--- config.mk ---
export PLATFORM = sky130hd
export DESIGN_NAME = next_pc_sequencer
export DESIGN_NICKNAME = d
export VERILOG_FILES = /design/src/rtl/next_pc_sequencer_pkg.sv /design/src/rtl/next_pc_recovery_select.sv /design/src/rtl/next_pc_sequencer.sv
export SDC_FILE = /design/constraint.sdc
export NUM_CORES = 1
export LEC_CHECK = 0
export BUFFER_PORTS_ARGS = -buffer_cell sky130_fd_sc_hd__buf_2
export CAP_MARGIN = 20
export CORE_AREA = 3 3 90 92
export DETAILED_ROUTE_END_ITERATION = 10
export DIE_AREA = 0 0 93 95
export PLACE_DENSITY = 0.66
export SLEW_MARGIN = 20
export SYNTH_ARGS = -nofsm -noshare
export SYNTH_HDL_FRONTEND = slang
export SYNTH_SLANG_ARGS = --single-unit
--- constraint.sdc ---
create_clock -name clk -period 2.7 [get_ports clk]
set_input_delay 0.54 -clock clk [delete_from_list [all_inputs] [get_ports clk]]
set_output_delay 0.54 -clock clk [all_outputs]
set_load 0.02 [all_outputs]
--- src/rtl/next_pc_sequencer_pkg.sv ---
// Shared fetch-unit types: sequencer states, default reset vector/init length and the
// branch-recovery request record.
package FetchUnitTypes;

  localparam int PC_WIDTH_DEF = 32;
  localparam int HIST_WIDTH_DEF = 10;
  localparam logic [31:0] RESET_VECTOR_DEF = 32'h0000_1000;
  localparam int INIT_CYCLES_DEF = 512;

  typedef enum logic [1:0] {
    INIT   = 2'd0,
    RUN    = 2'd1,
    BUBBLE = 2'd2
  } NextPcSeqState;

  typedef struct packed {
    logic                      valid;
    logic [PC_WIDTH_DEF-1:0]   target;
    logic [HIST_WIDTH_DEF-1:0] history;
  } BranchRecoveryReq;

endpackage

--- src/rtl/next_pc_recovery_select.sv ---
// Combinational picker over the branch-result lanes: the lowest-index lane carrying a
// valid mispredict is the oldest branch and wins.
module next_pc_recovery_select #(
  parameter int ISSUE_WIDTH = 2,
  parameter int PC_WIDTH    = 32,
  parameter int HIST_WIDTH  = 10
) (
  input  logic [ISSUE_WIDTH-1:0]            brValid,
  input  logic [ISSUE_WIDTH-1:0]            brMispred,
  input  logic [ISSUE_WIDTH*PC_WIDTH-1:0]   brTarget,
  input  logic [ISSUE_WIDTH*HIST_WIDTH-1:0] brHistory,
  output logic                              recValid,
  output logic [PC_WIDTH-1:0]               recTarget,
  output logic [HIST_WIDTH-1:0]             recHistory
);

  // Scan from the youngest lane down so the lowest index is the last to overwrite.
  always_comb begin
    recValid   = 1'b0;
    recTarget  = '0;
    recHistory = '0;
    for (int i = ISSUE_WIDTH - 1; i >= 0; i--) begin
      if (brValid[i] && brMispred[i]) begin
        recValid   = 1'b1;
        recTarget  = brTarget[i*PC_WIDTH +: PC_WIDTH];
        recHistory = brHistory[i*HIST_WIDTH +: HIST_WIDTH];
      end
    end
  end

endmodule

--- src/rtl/next_pc_sequencer.sv ---
// Next-PC source selection with table-init hold-off and post-redirect bubbles.
// The interrupt source and its pending register exist only with NEXT_PC_SEQ_INTERRUPT_EN.
//   state  | meaning
//   INIT   | predictor/BTB tables initializing, fetch idle
//   RUN    | normal fetch, PC follows the predictor
//   BUBBLE | fetch invalid for a fixed window after a redirect
module next_pc_sequencer
  import FetchUnitTypes::*;
#(
  parameter int                   PC_WIDTH         = PC_WIDTH_DEF,
  parameter int                   ISSUE_WIDTH      = 2,
  parameter int                   HIST_WIDTH       = HIST_WIDTH_DEF,
  parameter logic [PC_WIDTH-1:0]  RESET_VECTOR     = PC_WIDTH'(RESET_VECTOR_DEF),
  parameter int                   INIT_CYCLES      = INIT_CYCLES_DEF,
  parameter int                   REDIRECT_BUBBLES = 2
) (
  input  logic                              clk,
  input  logic                              rst,
  input  logic                              stall,
  input  logic [PC_WIDTH-1:0]               predNextPC,
  input  logic [ISSUE_WIDTH-1:0]            brValid,
  input  logic [ISSUE_WIDTH-1:0]            brMispred,
  input  logic [ISSUE_WIDTH*PC_WIDTH-1:0]   brTarget,
  input  logic [ISSUE_WIDTH*HIST_WIDTH-1:0] brHistory,
  input  logic                              interruptAddrWE,
  input  logic [PC_WIDTH-1:0]               interruptAddrIn,
  input  logic [PC_WIDTH-1:0]               pcOut,
  output logic                              pcWE,
  output logic [PC_WIDTH-1:0]               pcIn,
  output logic                              fetchValid,
  output logic                              initBusy,
  output logic                              recoverBrHistory,
  output logic [HIST_WIDTH-1:0]             recoveredBrHistory
);

  // One counter serves both the init wait and the bubble window.
  localparam int CNT_MAX = (INIT_CYCLES > 8) ? INIT_CYCLES : 8;
  localparam int CNT_W   = $clog2(CNT_MAX);
  localparam logic [CNT_W-1:0] INIT_LOAD = CNT_W'(INIT_CYCLES - 1);
  localparam logic [CNT_W-1:0] BUB_LOAD  = CNT_W'(REDIRECT_BUBBLES);
  localparam NextPcSeqState REDIRECT_STATE = (REDIRECT_BUBBLES == 0) ? RUN : BUBBLE;

  NextPcSeqState             state, stateNext;
  logic [CNT_W-1:0]          cnt, cntNext;
  logic                      recValid;
  logic [PC_WIDTH-1:0]       recTarget;
  logic [HIST_WIDTH-1:0]     recHistory;
  logic                      intReq;
  logic [PC_WIDTH-1:0]       intAddr;
  logic                      redirect;

  next_pc_recovery_select #(
    .ISSUE_WIDTH(ISSUE_WIDTH),
    .PC_WIDTH   (PC_WIDTH),
    .HIST_WIDTH (HIST_WIDTH)
  ) uRecSel (
    .brValid   (brValid),
    .brMispred (brMispred),
    .brTarget  (brTarget),
    .brHistory (brHistory),
    .recValid  (recValid),
    .recTarget (recTarget),
    .recHistory(recHistory)
  );

`ifdef NEXT_PC_SEQ_INTERRUPT_EN
  logic                pending;
  logic [PC_WIDTH-1:0] pendingAddr;
  logic                unusedSigs;

  // A same-cycle strobe carries the newest address, so it beats the latched one.
  assign intReq  = (state != INIT) && (pending || interruptAddrWE);
  assign intAddr = interruptAddrWE ? interruptAddrIn : pendingAddr;

  always_ff @(posedge clk or negedge rst) begin
    if (!rst) begin
      pending     <= 1'b0;
      pendingAddr <= '0;
    end else if (state != INIT) begin
      if (recValid && interruptAddrWE) begin
        pending     <= 1'b1;
        pendingAddr <= interruptAddrIn;
      end else if (!recValid && intReq) begin
        pending <= 1'b0;
      end
    end
  end

  assign unusedSigs = ^pcOut;
`else
  logic unusedSigs;

  assign intReq     = 1'b0;
  assign intAddr    = '0;
  assign unusedSigs = ^{interruptAddrWE, interruptAddrIn, pcOut};
`endif

  always_ff @(posedge clk or negedge rst) begin
    if (!rst) begin
      state <= INIT;
      cnt   <= INIT_LOAD;
    end else begin
      state <= stateNext;
      cnt   <= cntNext;
    end
  end

  always_comb begin
    stateNext          = state;
    cntNext            = cnt;
    pcWE               = 1'b0;
    pcIn               = '0;
    recoverBrHistory   = 1'b0;
    recoveredBrHistory = '0;
    redirect           = 1'b0;
    case (state)
      INIT: begin
        if (cnt == '0) begin
          pcWE      = 1'b1;
          pcIn      = RESET_VECTOR;
          stateNext = REDIRECT_STATE;
          cntNext   = BUB_LOAD;
        end else begin
          cntNext = cnt - 1'b1;
        end
      end
      default: begin
        if (recValid) begin
          pcWE               = 1'b1;
          pcIn               = recTarget;
          recoverBrHistory   = 1'b1;
          recoveredBrHistory = recHistory;
          redirect           = 1'b1;
        end else if (intReq) begin
          pcWE     = 1'b1;
          pcIn     = intAddr;
          redirect = 1'b1;
        end else if (!stall) begin
          if (state == RUN) begin
            pcWE = 1'b1;
            pcIn = predNextPC;
          end else if (cnt <= CNT_W'(1)) begin
            stateNext = RUN;
            cntNext   = '0;
          end else begin
            cntNext = cnt - 1'b1;
          end
        end
        if (redirect) begin
          stateNext = REDIRECT_STATE;
          cntNext   = BUB_LOAD;
        end
      end
    endcase
  end

  assign fetchValid = (state == RUN);
  assign initBusy   = (state == INIT);

endmodule

Word level (Yosys, flattened, before mapping):

Index checks and enable logic that the tools add are counted.

* bits in registers: 11
* bits in latches: 0
* bits in writable memories: 0
* ROM bits: 0
* bits of input ports: 188
* output and inout bits: 46
* logic and storage cells: 51
* memories: 0

* $add $sub $neg: 1
* $mul: 0
* div/mod/pow operators: 0
* $lt $le $gt $ge: 1
* equality and inequality tests: 5
* shifts and indexed selects: 0
* mux-type cells: 35
* bitwise gates (word level): 0
* reduce and logical (&&, ||, !) cells: 7

Operators with widths (number)
* two-way mux 32 bit: 6
* two-way mux 9 bit: 7
* two-way mux 10 bit: 4
* two-way mux 2 bit: 7
* two-way mux 13 bit: 1
* two-way mux 1 bit: 10
* <= comparator 9 x 1 -> 1 bit, second input constant: 1
* logical NOT 9 bit: 1
* subtractor 9 x 1 -> 9 bit, second input constant: 1
* != test 3 x 1 -> 1 bit, second input constant: 2
* AND reduction 5 bit: 1
* != test 3 x 2 -> 1 bit, second input constant: 1
* AND reduction 3 bit: 1
* nonzero test 3 bit: 1
* == test 2 x 1 -> 1 bit, second input constant: 1
* logical AND 1 bit: 2
* logical NOT 2 bit: 1
* != test 2 x 1 -> 1 bit, second input constant: 1

Longest topological paths before layout:

Gate-level depths: netlist (run 1).

* depth in word-level cells: 7
* depth in mapped cells: 6
* mapped depth without buffers: 6

Modules after synthesis:

From an unflattened synthesis (run 1), not the netlist that was laid out.

* cells, all modules: 285
* area total of the unflattened synthesis: 2063.2 um^2

Modules (own cells, without submodules)
* next_pc_sequencer: instances 1, cells an instance 132, area each 1162.4 um^2, sequential area each 286.5 um^2
* next_pc_recovery_select: instances 1, cells an instance 153, area each 900.9 um^2, sequential area each 0.0 um^2

Worst setup path before layout (run 1):

Ideal clock, no wire load.

* path kind: input port to output port
* start: in brValid[1]
* end: out pcIn[1]
* arrival: 1.608 ns
* data required time: 2.160 ns
* slack: 0.552 ns
* stages: 5
* path buffers: 1
* path through: a22o_1 nor3_2 buf_2 a222oi_1 nor2_1

* longest elaborated chain between the ends: 5
* elaborated cells on any way between the ends: 7
* those cells by class: mux (6); reduce/logical (1)

Ends and longest elaborated chain
* start, declared: RTL line next_pc_sequencer.sv:21 `input logic [ISSUE_WIDTH-1:0] brValid,`
* logical AND 1 bit *: RTL line next_pc_recovery_select.sv:23 `if (brValid[i] && brMispred[i]) begin`
* two-way mux 32 bit / two-way mux 1 bit (equally long branches) (2 in series): RTL line next_pc_recovery_select.sv:23
* two-way mux 32 bit *: RTL line next_pc_sequencer.sv:128 `if (recValid) begin`
* two-way mux 32 bit *: RTL line next_pc_sequencer.sv:116 `case (state)`
* end, declared: RTL line next_pc_sequencer.sv:29 `output logic [PC_WIDTH-1:0] pcIn,`

Every way passes the cells marked *; elsewhere a longest branch is shown, timed or not.

Final worst setup path (run 1):

* start: reg cnt[0]
* end: out pcWE

* longest elaborated chain between the ends: 3

Ends and longest elaborated chain
* start, declared: RTL line next_pc_sequencer.sv:44 `logic [CNT_W-1:0] cnt, cntNext;`
* start signal, assigned: RTL line next_pc_sequencer.sv:104 `cnt <= cntNext;`
* logical NOT 9 bit: RTL line next_pc_sequencer.sv:118 `if (cnt == '0) begin`
* two-way mux 1 bit: RTL line next_pc_sequencer.sv:118
* two-way mux 1 bit: RTL line next_pc_sequencer.sv:116
* end, declared: RTL line next_pc_sequencer.sv:28 `output logic pcWE,`

Every way passes these cells.

==> results of run 1 <==
-- per-stage QoR --
| stage | cell area, µm² | instances | hold slack [ns] | utilization | setup WS [ns] |
|---|---|---|---|---|---|
| 6_report | 2620 | 490 | 0.164 | 0.360 | 0.195 |
| 5_1_grt | 2620 | 490 | 0.166 | 0.360 | 0.0545 |
| 4_1_cts | 2620 | 488 | 0.168 | 0.359 | 0.190 |
| 3_5_place_dp | 2570 | 484 | 0.421 | 0.353 | 0.238 |
| 3_3_place_gp | 2570 | 484 | 0.417 | 0.353 | 0.222 |
| 2_1_floorplan | 1600 | 225 | 0.244 | - | 0.552 |
-- placed cells by master (no fill, tap or decap), types with 2 or more instances in the layout --
cell type / count
a222oi_1: 5
o21bai_1: 2
a21oi_1: 12
ha_1: 2
nor2_1: 11
nand2_2: 2
nand2b_1: 2
o22ai_1: 2
nand2_1: 58
mux2i_1: 26
a31oi_1: 2
clkbuf_8: 3
o211ai_1: 3
buf_12: 2
o21ai_1: 29
o311ai_1: 2
o211ai_2: 3
dfrtp_1: 2
or3_1: 5
buf_4: 5
and2_1: 3
buf_2: 168
inv_1: 6
diode_2: 2
dfstp_2: 9
-- cell families (layout without fill, tap and decap cells) --
logic type               after synthesis  count (layout)  share of synthesized area
multiplexers                          27              27                      0.172
other                                  0               2                          0
AO/OA/AOI/OAI                         70              70                      0.293
AND/OR/NAND/NOR                       93              93                      0.275
flip-flops                            11              11                      0.179
buffers and inverters                 22             186                     0.0671
adder cells (fa/ha/maj)                2               2                     0.0156
-- registers in the layout, summed over array words and instances (netlist names) --
signal,cells
state,2
cnt,9
-- area by class of cell --
| class | count | area [µm²] | area share |
|---|---|---|---|
| tap | 99 | 124 | 0.0472 |
| inverter | 7 | 26.3 | 0.0100 |
| clock buffer | 4 | 45.0 | 0.0172 |
| timing repair buffer | 175 | 918 | 0.350 |
| antenna | 2 | 5.00 | 0.00191 |
| multi-input combinational | 192 | 1220 | 0.464 |
| sequential | 11 | 287 | 0.109 |
-- Yosys cell counts (2+ instances only) --
library cell  instances
o22ai_1               2
buf_2                11
a222oi_1              5
o21bai_1              2
o211ai_1              3
dfrtp_1               2
or3_1                 5
nand2_1              59
o311ai_1              2
inv_1                 6
nand2b_1              2
a31oi_1               2
nor2_1               11
ha_1                  2
o21ai_1              29
dfstp_2               9
o211ai_2              3
and2_1                3
clkbuf_1              2
mux2i_1              26
nor3_2                2
a21oi_1              12
-- routing by layer --
metal | part of all wire | routed length [µm] | global-route usage | up-vias
li1 | - | - | - | 1150
met1 | 0.39 | 2830 | 0.181 | 1000
met2 | 0.47 | 3440 | 0.260 | 107
met3 | 0.12 | 877 | 0.0582 | 13
met4 | 0.010 | 76 | 0.0305 | 6
met5 | 0.0056 | 41 | 0 | -
-- power groups by stage --
stage                     Clock (mW)  Combinational, mW  Sequential [mW]
after floorplan                    0              0.904            0.343
after global placement             0               1.30            0.361
after detailed placement           0               1.31            0.365
after CTS                      0.168               1.31            0.364
after global routing           0.180               1.43            0.382
final                          0.163               1.30            0.365
-- worst paths after layout --
path | start | end | slack (ns) | cells after the start
setup / recovery | cnt[0] | pcWE | 0.20 | 6
hold / removal | rst | state[1] | 0.16 | 1
setup reg to reg | cnt[0] | state[0] | 0.93 | 6
hold reg to reg | cnt[0] | cnt[0] | 0.51 | 2
max in group asynchronous | rst | cnt[1] | 2.28 | 1
min in group clk | cnt[0] | cnt[0] | 0.51 | 2
==> results.sh, run 1 <==
export IMPL_port_buffers=168
export IMPL_powerDensity_nw_per_um2=696
export IMPL_ant_nets=0
export IMPL_dp_hpwl_um=6300
export IMPL_htree_levels=1
export IMPL_power_frac_comb=0.711
export IMPL_synth_edff_count=0
export IMPL_avgSynthCellArea_um2=7.13
export IMPL_clk_root_buffer_cell="clkbuf_8"
export IMPL_overflow=0
export IMPL_rsz0062_at_grt="no"
export IMPL_p_int_uw=875
export IMPL_startpoint_type="flop"
export IMPL_path_clk_slew_ns=0.05
export IMPL_critPathTopFamily="flip-flops"
export IMPL_ys_warn_count=0
export IMPL_required_ns=2.16
export IMPL_ir_worst_vdd_mv=0.520
export IMPL_fin_skew_ns=0.00242
export IMPL_start_util=0.220
export IMPL_fin_setup_tns_ns=0
export IMPL_switching_share=0.520
export IMPL_die_w_um=93
export IMPL_numCtsBuffers=3
export IMPL_yosys_area_top_type="mux2i_1"
export IMPL_drc=0
export IMPL_vias=2276
export IMPL_critPathMaxFanout=7
export IMPL_nets=580
export IMPL_syn_to_final_growth_pct=63.6
export IMPL_critPathBufInv=2
export IMPL_synth_async_reset_ratio=1.00
export IMPL_crit_chain="inv_1 > ha_1 > nor3b_1 > a32oi_1 > o21ai_1 > buf_2"
export IMPL_ys_seq_area_frac=0.179
export IMPL_wl_per_cell_um=14.8
export IMPL_grt_first_pass_wirelength_um=10700
export IMPL_gp_congestion=0.809
export IMPL_clkPwrFrac=0.089
export IMPL_power_switching_uw=950
export IMPL_cts_resized_gates=0
export IMPL_crit_path_end_kind="output pin"
export IMPL_rows=31
export IMPL_ys_ff_latch=11
export IMPL_max_stage_delay_ns=0.58
export IMPL_max_slew_margin_rel=0.627
export IMPL_maxSlewViolCount=0
export IMPL_hold_viol=0
export IMPL_drt_wl_total_um=7270
export IMPL_syn_nets=415
export IMPL_dr_first_iter_drc_count=105
export IMPL_dominantRegCellSynth="dfstp_2"
export IMPL_track_usage=0.152
export IMPL_cts_hold_buf=0
export IMPL_fp_dieArea_um2=8840
export IMPL_synth_top_area_share=0.162
export IMPL_cts_sinks=11
export IMPL_setup_viol=0
export IMPL_drt_pass1_iter_count=5
export IMPL_grt_pass1_vias=2175
export IMPL_antenna_found_initial=5
export IMPL_maxCapViolCount=0
export IMPL_viasPerCell=4.64
export IMPL_hp_class="in2async"
export IMPL_fin_crit_sh=0.928
export IMPL_grt_max_degree=32
export IMPL_fill_cells=825
export IMPL_period_needed_ns=2.50
export IMPL_cpMaxStageDelayCell="dfstp_2"
export IMPL_synth_cell_types=47
export IMPL_syn_inst=225
export IMPL_worst_pin_slew_ns=0.559
export IMPL_io_pins=234
export IMPL_critPathKind="reg2out"
export IMPL_synth_area_leaders="mux2i_1 16%, dfstp_2 15%, nand2_1 14%, o21ai_1 9.0%, a21oi_1 3.7%"
export IMPL_fp_dieH_um=95
export IMPL_clkLatencyLatePin_ns=0.24
export IMPL_seq_power_share=0.200
export IMPL_synth_area_um2=1600
export IMPL_worstPathArrival_ns=1.96
export IMPL_fp_coreArea_um2=7290
export IMPL_cts_setup_buffers=0
export IMPL_cts_tree="done"
export IMPL_cts_buffer_depth=2
export IMPL_total_power_mw=1.83
export IMPL_p_leak_nw=1.46
export IMPL_fmaxAchievable_mhz=399
export IMPL_outcome="finished clean"
export IMPL_final_layout_size_suffix_gt1_frac=0.517
(Power assumes the default switching activity.)
==> run 2, diff against run 1 <==
--- a/config.mk
+++ b/config.mk
@@ -11,6 +11,7 @@
 export DETAILED_ROUTE_END_ITERATION = 10
 export DIE_AREA = 0 0 93 95
 export PLACE_DENSITY = 0.66
+export RECOVER_POWER = 100
 export SLEW_MARGIN = 20
 export SYNTH_ARGS = -nofsm -noshare
 export SYNTH_HDL_FRONTEND = slang
==> run 2 against run 1 <==
Maximum frequency is 1.3% lower. Largest cell class unchanged. Sequential share of layout area grew 0.21 points. Clock power about the same. Cell count unchanged. Setup slack lost 0.033 ns. Non-clock buffer count unchanged. First-iteration DRC count is 2.9% higher. Via count unchanged. Critical path depth decreased by 1. Utilization down 0.67 points. Hold slack improved by 0.12 ns. Sequential cell count unchanged.
==> results.sh, run 2 (synthesis results as in run 1) <==
export IMPL_outcome="finished clean"
export IMPL_placed_area_um2=2570
export IMPL_fp_dieH_um=95
export IMPL_dr_first_iter_drc_count=108
export IMPL_syn_to_final_growth_pct=60.5
export IMPL_fmaxAchievable_mhz=394
export IMPL_die_w_um=93
export IMPL_wl_met3_um=854
export IMPL_gp_congestion=0.809
export IMPL_cpMaxStageDelayCell="dfrtp_1"
export IMPL_fp_coreArea_um2=7290
export IMPL_regArea_um2=287
export IMPL_crit_chain="or2_0 > nand2_4 > buf_6 > o21ai_1 > clkbuf_1"
export IMPL_hold_viol=0
export IMPL_viasPerCell=4.64
export IMPL_drc=0
export IMPL_final_layout_size_suffix_gt1_frac=0.470
export IMPL_setup_slack_ns=0.162
export IMPL_rsz0062_at_grt="no"
export IMPL_wl_per_cell_um=14.8
export IMPL_period_needed_ns=2.54
export IMPL_nets=580
export IMPL_critPathKind="reg2out"
export IMPL_drt_wl_total_um=7260
export IMPL_max_stage_delay_ns=0.43
export IMPL_clkLatencyLatePin_ns=0.24
export IMPL_cts_hold_buf=0
export IMPL_start_util=0.220
export IMPL_maxCapViolCount=0
export IMPL_required_ns=2.16
export IMPL_antenna_found_initial=5
export IMPL_multi_input_area_um2=1200
export IMPL_powerDensity_nw_per_um2=688
export IMPL_startpoint_type="flop"
export IMPL_highest_layer="met5"
export IMPL_grt_pass1_vias=2175
export IMPL_cts_buffer_depth=2
export IMPL_htree_levels=1
export IMPL_maxSlewViolCount=0
export IMPL_dp_slack_ns=0.238
export IMPL_fin_skew_ns=0.00195
export IMPL_hp_class="in2async"
export IMPL_io_pins=234
export IMPL_design_area_um2=2570
export IMPL_vias=2276
export IMPL_critPathMaxFanout=30
export IMPL_grt_first_pass_wirelength_um=10700
export IMPL_clk_root_buffer_cell="clkbuf_8"
export IMPL_p_leak_nw=1.38
export IMPL_final_common_cell="buf_2"
export IMPL_fin_setup_tns_ns=0
export IMPL_worstPathArrival_ns=2.00
export IMPL_dp_hpwl_um=6300
export IMPL_cts_setup_buffers=0
export IMPL_fin_crit_sh=0.940
export IMPL_track_usage=0.152
export IMPL_max_slew_margin_rel=0.500
export IMPL_ant_nets=0
export IMPL_port_buffers=168
export IMPL_numCtsBuffers=3
export IMPL_path_clk_slew_ns=0.05
export IMPL_wl_met2_um=3430
export IMPL_fp_dieArea_um2=8840
export IMPL_final_cell_mix="132 x buf_2, 58 x nand2_1, 28 x o21ai_1"
export IMPL_drt_pass1_iter_count=5
export IMPL_crit_path_end_kind="output pin"
export IMPL_ir_worst_vdd_mv=0.519
export IMPL_setup_viol=0
export IMPL_postLayoutCoreUtil=0.353
export IMPL_cts_sinks=11
export IMPL_grt_max_degree=32
export IMPL_cts_resized_gates=0
export IMPL_fill_cells=837
export IMPL_top_register="cnt"
export IMPL_rows=31
export IMPL_overflow=0
export IMPL_worst_pin_slew_ns=0.746
export IMPL_met1Wirelength_um=2840
export IMPL_cts_tree="done"
export IMPL_top_regs="cnt x9, state x2"
export IMPL_largest_reg_flops=9
-- run 2: changes by cell type in the layout (fill, tap and decap cells not counted), sizes merged --
cell / before / now
buf: 175 / 137
clkbuf: 4 / 42
-- run 2: cell type report --
cell class / instances / share of cell area
multi-input cells: 192 / 0.468
flip-flops and latches: 11 / 0.111
clock buffers: 4 / 0.0175
repair buffers: 175 / 0.343
inverters: 7 / 0.0102
diodes: 2 / 0.00194
well taps: 99 / 0.0481
-- run 2: per-stage QoR --
stage	power, mW	instances	hold slack [ns]
after detailed placement	1.67	484	0.421
after floorplan	1.25	225	0.244
after CTS	1.84	488	0.168
after global routing	1.94	490	0.310
final	1.77	490	0.281
after global placement	1.66	484	0.417
-- run 2: routing by layer --
layer / vias up / global-route usage
li1: 1152 / -
met1: 992 / 0.181
met2: 111 / 0.260
met3: 15 / 0.0582
met4: 6 / 0.0305
met5: - / 0
-- run 2: path summary, 6_finish.rpt --
kind | from | end | slack, ns | depth (start not counted)
max | state[1] | pcIn[25] | 0.16 | 5
min | rst | state[1] | 0.28 | 1
max reg2reg | cnt[1] | cnt[2] | 0.61 | 6
min reg2reg | cnt[0] | cnt[0] | 0.51 | 2
max in group asynchronous | rst | state[0] | 2.04 | 1
min in group clk | cnt[0] | cnt[0] | 0.51 | 2
-- run 2: worst max-delay path, delay by kind of cell (launching register included) --
family | cells | cell delay (ns)
AOI/OAI and AO/OA | 1 | 0.16
buffers and inverters | 2 | 0.49
DFF | 1 | 0.43
and+or+nand+nor | 2 | 0.67
-- run 2: where the power goes --
group	switching, mW	leakage [nW]	internal [mW]	total [mW]
Combinational	0.777	1.24	0.468	1.24
Clock	0.0594	0.0228	0.103	0.163
Sequential	0.0982	0.118	0.267	0.365
